## src/rtl/alu_arbiter.sv

```systemverilog
// alu_arbiter: two requesters share one ALU. A round-robin arbiter accepts one
// operation at a time in IDLE, the ALU result is registered in EXEC, and the
// result is held in RESP until the consumer takes it.
module alu_arbiter #(
    parameter int B = 32
) (
    input  logic         clk,
    input  logic         reset,
    input  logic         req0_valid,
    input  logic         req1_valid,
    output logic         req0_ready,
    output logic         req1_ready,
    input  logic [B-1:0] req0_op1,
    input  logic [B-1:0] req0_op2,
    input  logic [B-1:0] req1_op1,
    input  logic [B-1:0] req1_op2,
    input  logic [3:0]   req0_ctrl,
    input  logic [3:0]   req1_ctrl,
    output logic         resp_valid,
    input  logic         resp_ready,
    output logic         resp_id,
    output logic [B-1:0] resp_result,
    output logic         resp_zero
);

    typedef enum logic [1:0] {
        IDLE = 2'd0,
        EXEC = 2'd1,
        RESP = 2'd2
    } state_t;

    state_t       state_reg, state_next;
    logic         last_grant_reg;
    logic         grant;
    logic         accept;
    logic [B-1:0] op1_reg, op2_reg;
    logic [3:0]   ctrl_reg;
    logic         id_reg;
    logic [B-1:0] resp_result_reg;
    logic         resp_zero_reg;
    logic         resp_id_reg;
    logic [B-1:0] alu_out;

    // Arbitration and next-state: readys are combinational and only ever raised in IDLE.
    always_comb begin
        state_next = state_reg;
        req0_ready = 1'b0;
        req1_ready = 1'b0;
        grant      = 1'b0;
        accept     = 1'b0;
        case (state_reg)
            IDLE: begin
                // With both asking, serve the one not served last; otherwise serve whoever asks.
                if (req0_valid && req1_valid) begin
                    grant = ~last_grant_reg;
                end else begin
                    grant = req1_valid;
                end
                // Readys are also masked while reset is held so nothing looks accepted.
                if ((req0_valid || req1_valid) && !reset) begin
                    accept     = 1'b1;
                    req0_ready = ~grant;
                    req1_ready = grant;
                    state_next = EXEC;
                end
            end
            EXEC: state_next = RESP;
            RESP: begin
                if (resp_ready) begin
                    state_next = IDLE;
                end
            end
            default: state_next = IDLE;
        endcase
    end

    // ALU on the latched operands; unknown codes give all ones.
    always_comb begin
        alu_out = '1;
        case (ctrl_reg)
            4'b0010: alu_out = op1_reg + op2_reg;
            4'b0110: alu_out = op1_reg - op2_reg;
            4'b0000: alu_out = op1_reg & op2_reg;
            4'b0001: alu_out = op1_reg | op2_reg;
            4'b0111: alu_out = {{(B-1){1'b0}}, (op1_reg < op2_reg)};
            default: alu_out = '1;
        endcase
    end

    // State, grant pointer, operand latch and registered response.
    always_ff @(posedge clk or posedge reset) begin
        if (reset) begin
            state_reg       <= IDLE;
            last_grant_reg  <= 1'b1;
            op1_reg         <= '0;
            op2_reg         <= '0;
            ctrl_reg        <= 4'b0000;
            id_reg          <= 1'b0;
            resp_result_reg <= '0;
            resp_zero_reg   <= 1'b0;
            resp_id_reg     <= 1'b0;
        end else begin
            state_reg <= state_next;
            if (accept) begin
                last_grant_reg <= grant;
                id_reg         <= grant;
                op1_reg        <= grant ? req1_op1 : req0_op1;
                op2_reg        <= grant ? req1_op2 : req0_op2;
                ctrl_reg       <= grant ? req1_ctrl : req0_ctrl;
            end
            if (state_reg == EXEC) begin
                resp_result_reg <= alu_out;
                resp_zero_reg   <= (alu_out == '0);
                resp_id_reg     <= id_reg;
            end
        end
    end

    assign resp_valid  = (state_reg == RESP);
    assign resp_result = resp_result_reg;
    assign resp_zero   = resp_zero_reg;
    assign resp_id     = resp_id_reg;

endmodule
```

## config.mk

```make
export PLATFORM = sky130hd
export DESIGN_NAME = alu_arbiter
export DESIGN_NICKNAME = d
export VERILOG_FILES = /design/src/rtl/alu_arbiter.sv
export SDC_FILE = /design/constraint.sdc
export NUM_CORES = 1
export LEC_CHECK = 0
export CORE_ASPECT_RATIO = 1.25
export CORE_MARGIN = 2
export CORE_UTILIZATION = 40
export DETAILED_ROUTE_END_ITERATION = 8
export PLACE_DENSITY = 0.74
export SYNTH_ARGS = -nofsm -noshare
export SYNTH_HDL_FRONTEND = slang
export SYNTH_SLANG_ARGS = --single-unit
```

## constraint.sdc

```tcl
create_clock -name clk -period 5.6 [get_ports clk]
set_input_delay 1.12 -clock clk [delete_from_list [all_inputs] [get_ports clk]]
set_output_delay 1.12 -clock clk [all_outputs]
set_load 0.05 [all_outputs]
```

### Word level (Yosys, flattened, before mapping)

Cells that the tools add are included.

* flip-flop bits (word level): 106
* bits of input ports: 141
* output and inout bits: 37
* logic and storage cells: 48

* add/sub/neg operators: 2
* $lt $le $gt $ge: 1
* eq/ne operators: 8
* muxes and demuxes: 16
* bitwise logic cells: 4
* reductions and logical operators: 8

Operators by type and width (count)
* 32-bit case mux with 5 select lines: 1
* 32-bit two-way mux: 2
* 32-bit adder: 1
* 32-bit AND: 1
* 32-bit zero test: 1
* 32-bit less-than comparator: 1
* 32-bit bitwise OR: 1
* 32-bit subtractor: 1
* 1-bit two-way mux: 9
* 4-bit by 3-bit equality test with 1-bit output, second input constant: 2
* 2-bit case mux with 3 select lines: 1
* 4-bit by 1-bit equality test with 1-bit output, second input constant: 1
* 4-bit by 2-bit equality test with 1-bit output, second input constant: 1
* 4-bit zero test: 1
* 2-bit two-way mux: 2
* 4-bit two-way mux: 1
* 2-bit by 1-bit equality test with 1-bit output, second input constant: 1
* 2-bit equality test, second input constant: 1
* 1-bit logical AND: 2
* 2-bit zero test: 1
* 2-bit by 1-bit != test with 1-bit output, second input constant: 1
* 2-bit != test, second input constant: 1
* 1-bit inverter: 2
* 2-bit AND reduction: 1
* 2 further kinds: 2

### Depth between registers and ports, before layout

* word-level depth: 6
* mapped depth: 15
* gate-level depth less buffers: 15

### Worst setup path before layout

Ideal clock, no wire load.

* kind: input -> output
* start point: input reset
* end point: output req0_ready
* data arrival time: 5.024 ns
* setup slack: -0.544 ns
* cell stages on the path: 5
* path buffers: 2
* cells stage by stage: inv_1 o211ai_1 clkbuf_1 clkbuf_1 nor2_1

* longest elaborated chain between the ends: 4

Ends and longest elaborated chain
* from (decl): line 8 `input logic reset,`
* 1-bit zero test (no line)
* 1-bit logical AND: line 60 `if ((req0_valid || req1_valid) && !reset) begin`
* 1-bit two-way mux: line 60
* 1-bit two-way mux: line 51 `case (state_reg)`
* to (decl): line 11 `output logic req0_ready,`

Every way passes these cells.

### Worst setup path in the final report

* start point: input req1_valid
* end point: output req1_ready

* longest elaborated chain between the ends: 5

Ends and longest elaborated chain
* from (decl): line 10 `input logic req1_valid,`
* 1-bit logical AND: line 54 `if (req0_valid && req1_valid) begin`
* 1-bit two-way mux: line 54
* 1-bit two-way mux: line 51
* 1-bit two-way mux *: line 60
* 1-bit two-way mux *: line 51
* to (decl): line 12 `output logic req1_ready,`

Mark *: on every way between the ends. The rest lies on a longest branch, timed or not. The select of a mux whose other input is x is not followed.

==> metrics.md <==
| Metric | Value |
|---|---|
| Status | completed |
| Detailed placement HPWL | 25140 um |
| Number of global-route vias before repair | 9542 |
| Drt initial violations | 985 |
| Reg area | 2654 sq um |
| Worst Skew | 0.005844 ns |
| Crit. End Element | output pin |
| Buffers on Ports | 177 |
| Most Frequent Cell on Critical Path | clkdlybuf4s50_1 |
| CP Max Fanout | 3 |
| Area of the multi-input gates | 6705 sq um |
| WP data required | 4.48 ns |
| Final Wtd Congestion | 0.9912 |
| Synth top area cells | dfrtp_1 (26%), ha_1 (13%), mux2i_1 (7.1%), o21ai_0 (6.9%), nand2_1 (6.0%) |
| Routed vias/inst | 5.696 |
| Yosys warnings | 0 |
| DRC errors left | 0 |
| R2r endpoint | resp_zero |
| CTS H-Tree Depth | 3 |
| Final core utilization | 50.31% |
| Final hold vios | 0 |
| Max Root-Sink Buffers | 2 |
| Initial antenna violation count | 0 |
| CP Buf/Inv Count | 3 |
| Hold Path Class | reg2reg |
| Min Hold Slack | 0.4635 ns |
| Die Area | 26420 sq um |
| Resize count post-CTS | 0 |
| Crit path arrival time | 3.13 ns |
| Mapped cell area | 10050 sq um |
| Seq cells post-synth | 106 |
| Hold path start | last_grant_reg |
| CORE AREA | 24580 sq um |
| Number of diodes | 0 |
| Fin. max-slew vios | 0 |
| Post-synth top area share | 26.14% |
| Min Tclk post-route | 4.255 ns |
| Final Non-Filler Cells | 1729 |
| CTS tree | built |
| DP Cell Count | 1713 |
| Leakage | 5.570 nW |
| Measured slew at the worst slew-check pin | 1.064 ns |
| RR Startpoint | op2_reg[0] |
| Placed instance area | 12040 sq um |
| Ports | 178 |
| Flop pwr share | 18.2% |
| Reg2reg setup slack | 1.46 ns |
| Hold EP | last_grant_reg |
| Mean post-synth cell area | 7.915 sq um |
| Syn Nets | 1514 |
| TritonCTS Sinks | 106 |
| Wirelength per Cell | 18.48 um |
| Max Clock Freq | 235.0 MHz |
| Setup violators final | 0 |
| Pwr Total | 8.176 mW |
| Synthesis-to-layout area growth | 23.04% |
| Post-Syn Instances | 1270 |
| Max Cap Viol | 0 |
| Yosys cell types | 85 |
| Net Sw Power | 4.580 mW |
| Max_slew headroom | 29.07% |
| Total iterations of the first detailed-routing run | 6 |
| Most common library cells after synthesis | nand2_1 (161), o21ai_0 (138), dfrtp_1 (105), inv_1 (103), ha_1 (101) |
| # hold bufs at CTS | 0 |
| Crit path max-delay cell type | clkdlybuf4s50_1 |
| Clock power frac | 8.7% |
| CTS Root Cell | clkbuf_16 |
| Cell with the most instances after synthesis | nand2_1 |
| Setup repair bufs after CTS | 0 |
| Die height | 181.2 um |
| Row Count | 64 |
| Setup TNS | 0 ns |
| Largest net degree at the start of global routing | 81 |
| Finished Cell Area | 12370 sq um |
| Unrepaired setup endpoints after global routing | false |
| Comb power frac | 73.1% |
| Share of cells above drive strength 1 | 5.361% |
| CP delay by family, top | buffers and inverters |
| Cts bufs inserted | 9 |
| CP cell instances | clkdlybuf4s50_1 > a21boi_0 > nand2_1 > inv_1 > clkdlybuf4s50_1 |
| Setup Crit Path Kind | in2out |
| Initial Utilization | 40.89% |
| Remaining Overflow, GRT | 0 |
| Die Wd | 145.8 um |
| Hold path cells | 2 |
| Worst slack, placed | 1.338 ns |
| PwrDens | 661.1 nW/um^2 |
| Detailed Route WL | 31950 um |
| Ys async rst share | 100.0% |
| # fillers | 2412 |
| Post-synth EDFFs | 0 |
| Clk_lat worst skew | 0.37 ns |
| Final Worst Setup Slack | 1.345 ns |
| P_int | 3.596 mW |
| Ys flop type | dfrtp_1 |
| Peak VDD IR | 0.0003428 V |
| CP peak stage delay | 0.80 ns |
| Final Cycle Share | 75.98% |
| GRT Total Usage | 24.02% |
| Synth area leader | dfrtp_1 |
| Final ANT Viol Nets | 0 |
| CTS clock-pin slew for the worst setup and hold paths | 0.07 ns |
| Routed vias | 9848 |
| Global-route wire length before repair | 50910 um |
| Register area share after synthesis | 26.40% |
| Type of element launching the critical path | input port |
| FF-to-FF path depth | 13 |
| Final Net Count | 1638 |
| Sw frac | 56.02% |
## worst max-delay path by stage
| stage | startpoint | endpoint | slack [ns] | depth (start not counted) |
|---|---|---|---|---|
| after floorplan | reset | req1_ready | 0.41 | 7 |
| after global placement | req1_valid | req1_ready | 1.38 | 5 |
| after detailed placement | req1_valid | req1_ready | 1.34 | 5 |
| after CTS | req1_valid | req1_ready | 1.34 | 5 |
| after global routing | op2_reg[0] | resp_zero | 1.10 | 13 |
| final | req1_valid | req1_ready | 1.35 | 5 |
## layout make-up
type	count	share of cell area, %
repair buffers	191	15.17
multi-input cells	982	54.21
clock buffers	9	1.821
flip-flops and latches	106	21.46
clock inverters	7	0.8093
well taps	330	3.338
inverters	104	3.187
## logic make-up after synthesis
logic type               after synthesis  synth area share [%]
AO/OA/AOI/OAI                        400                 25.87
AND/OR/NAND/NOR                      381                 17.76
buffers and inverters                182                 7.232
flip-flops                           106                 26.40
adder cells (fa/ha/maj)              103                 12.97
multiplexers                          85                 8.638
XOR/XNOR                              13                 1.133
## power by group through the flow
stage / clock network [mW] / logic, mW / registers (mW)
floorplan: 0 / 3.86 / 1.76
global placement: 0 / 5.81 / 1.48
detailed placement: 0 / 5.85 / 1.51
CTS: 0.715 / 5.87 / 1.49
global route: 0.746 / 6.55 / 1.56
finish: 0.708 / 5.98 / 1.49
## per-layer routing
layer	up-vias	global-route usage, %	share of wire, %
met2	375	37.34	45
li1	4789	-	-
met4	0	8.627	2.5
met1	4635	33.52	46
met3	49	4.167	6.6
met5	-	0	0
## layout by cell type (no fill, tap or decap), types with 4 or more instances in the layout
master and instances:
clkdlybuf4s50_1 177, a41oi_1 4, and2_1 5, or4_1 4, nand2_1 160, nand2b_1 7, o211ai_1 26, mux2_2 14
mux2i_1 71, clkinvlp_4 4, buf_4 14, a21oi_1 84, o221a_2 4, clkbuf_16 9, nor3_1 20, a211oi_1 19
nand3_1 22, or3_1 5, o21ai_0 138, inv_1 102, ha_1 101, and3_1 5, nand4_1 10, a221o_1 8
o21bai_1 14, nor2_1 90, a31oi_1 13, o2111ai_1 5, xnor2_1 10, nor4_1 12, dfrtp_1 105, a221oi_1 10
nor2b_1 10, a21o_1 12, o31ai_1 11, o21a_1 5
## worst register-to-register path: stages (launching register included)
cell and delay (ns):
dfrtp_1 0.44, ha_1 0.28, fa_1 0.48, or2_0 0.22, a2111oi_0 0.54, o221a_2 0.37, nand2_1 0.07, nor4_1 0.19
o211ai_1 0.13, or4_1 0.46, nor4_1 0.33, nand4_1 0.17, and4b_1 0.27, a32o_1 0.15
Power figures use the tool's default switching activity.
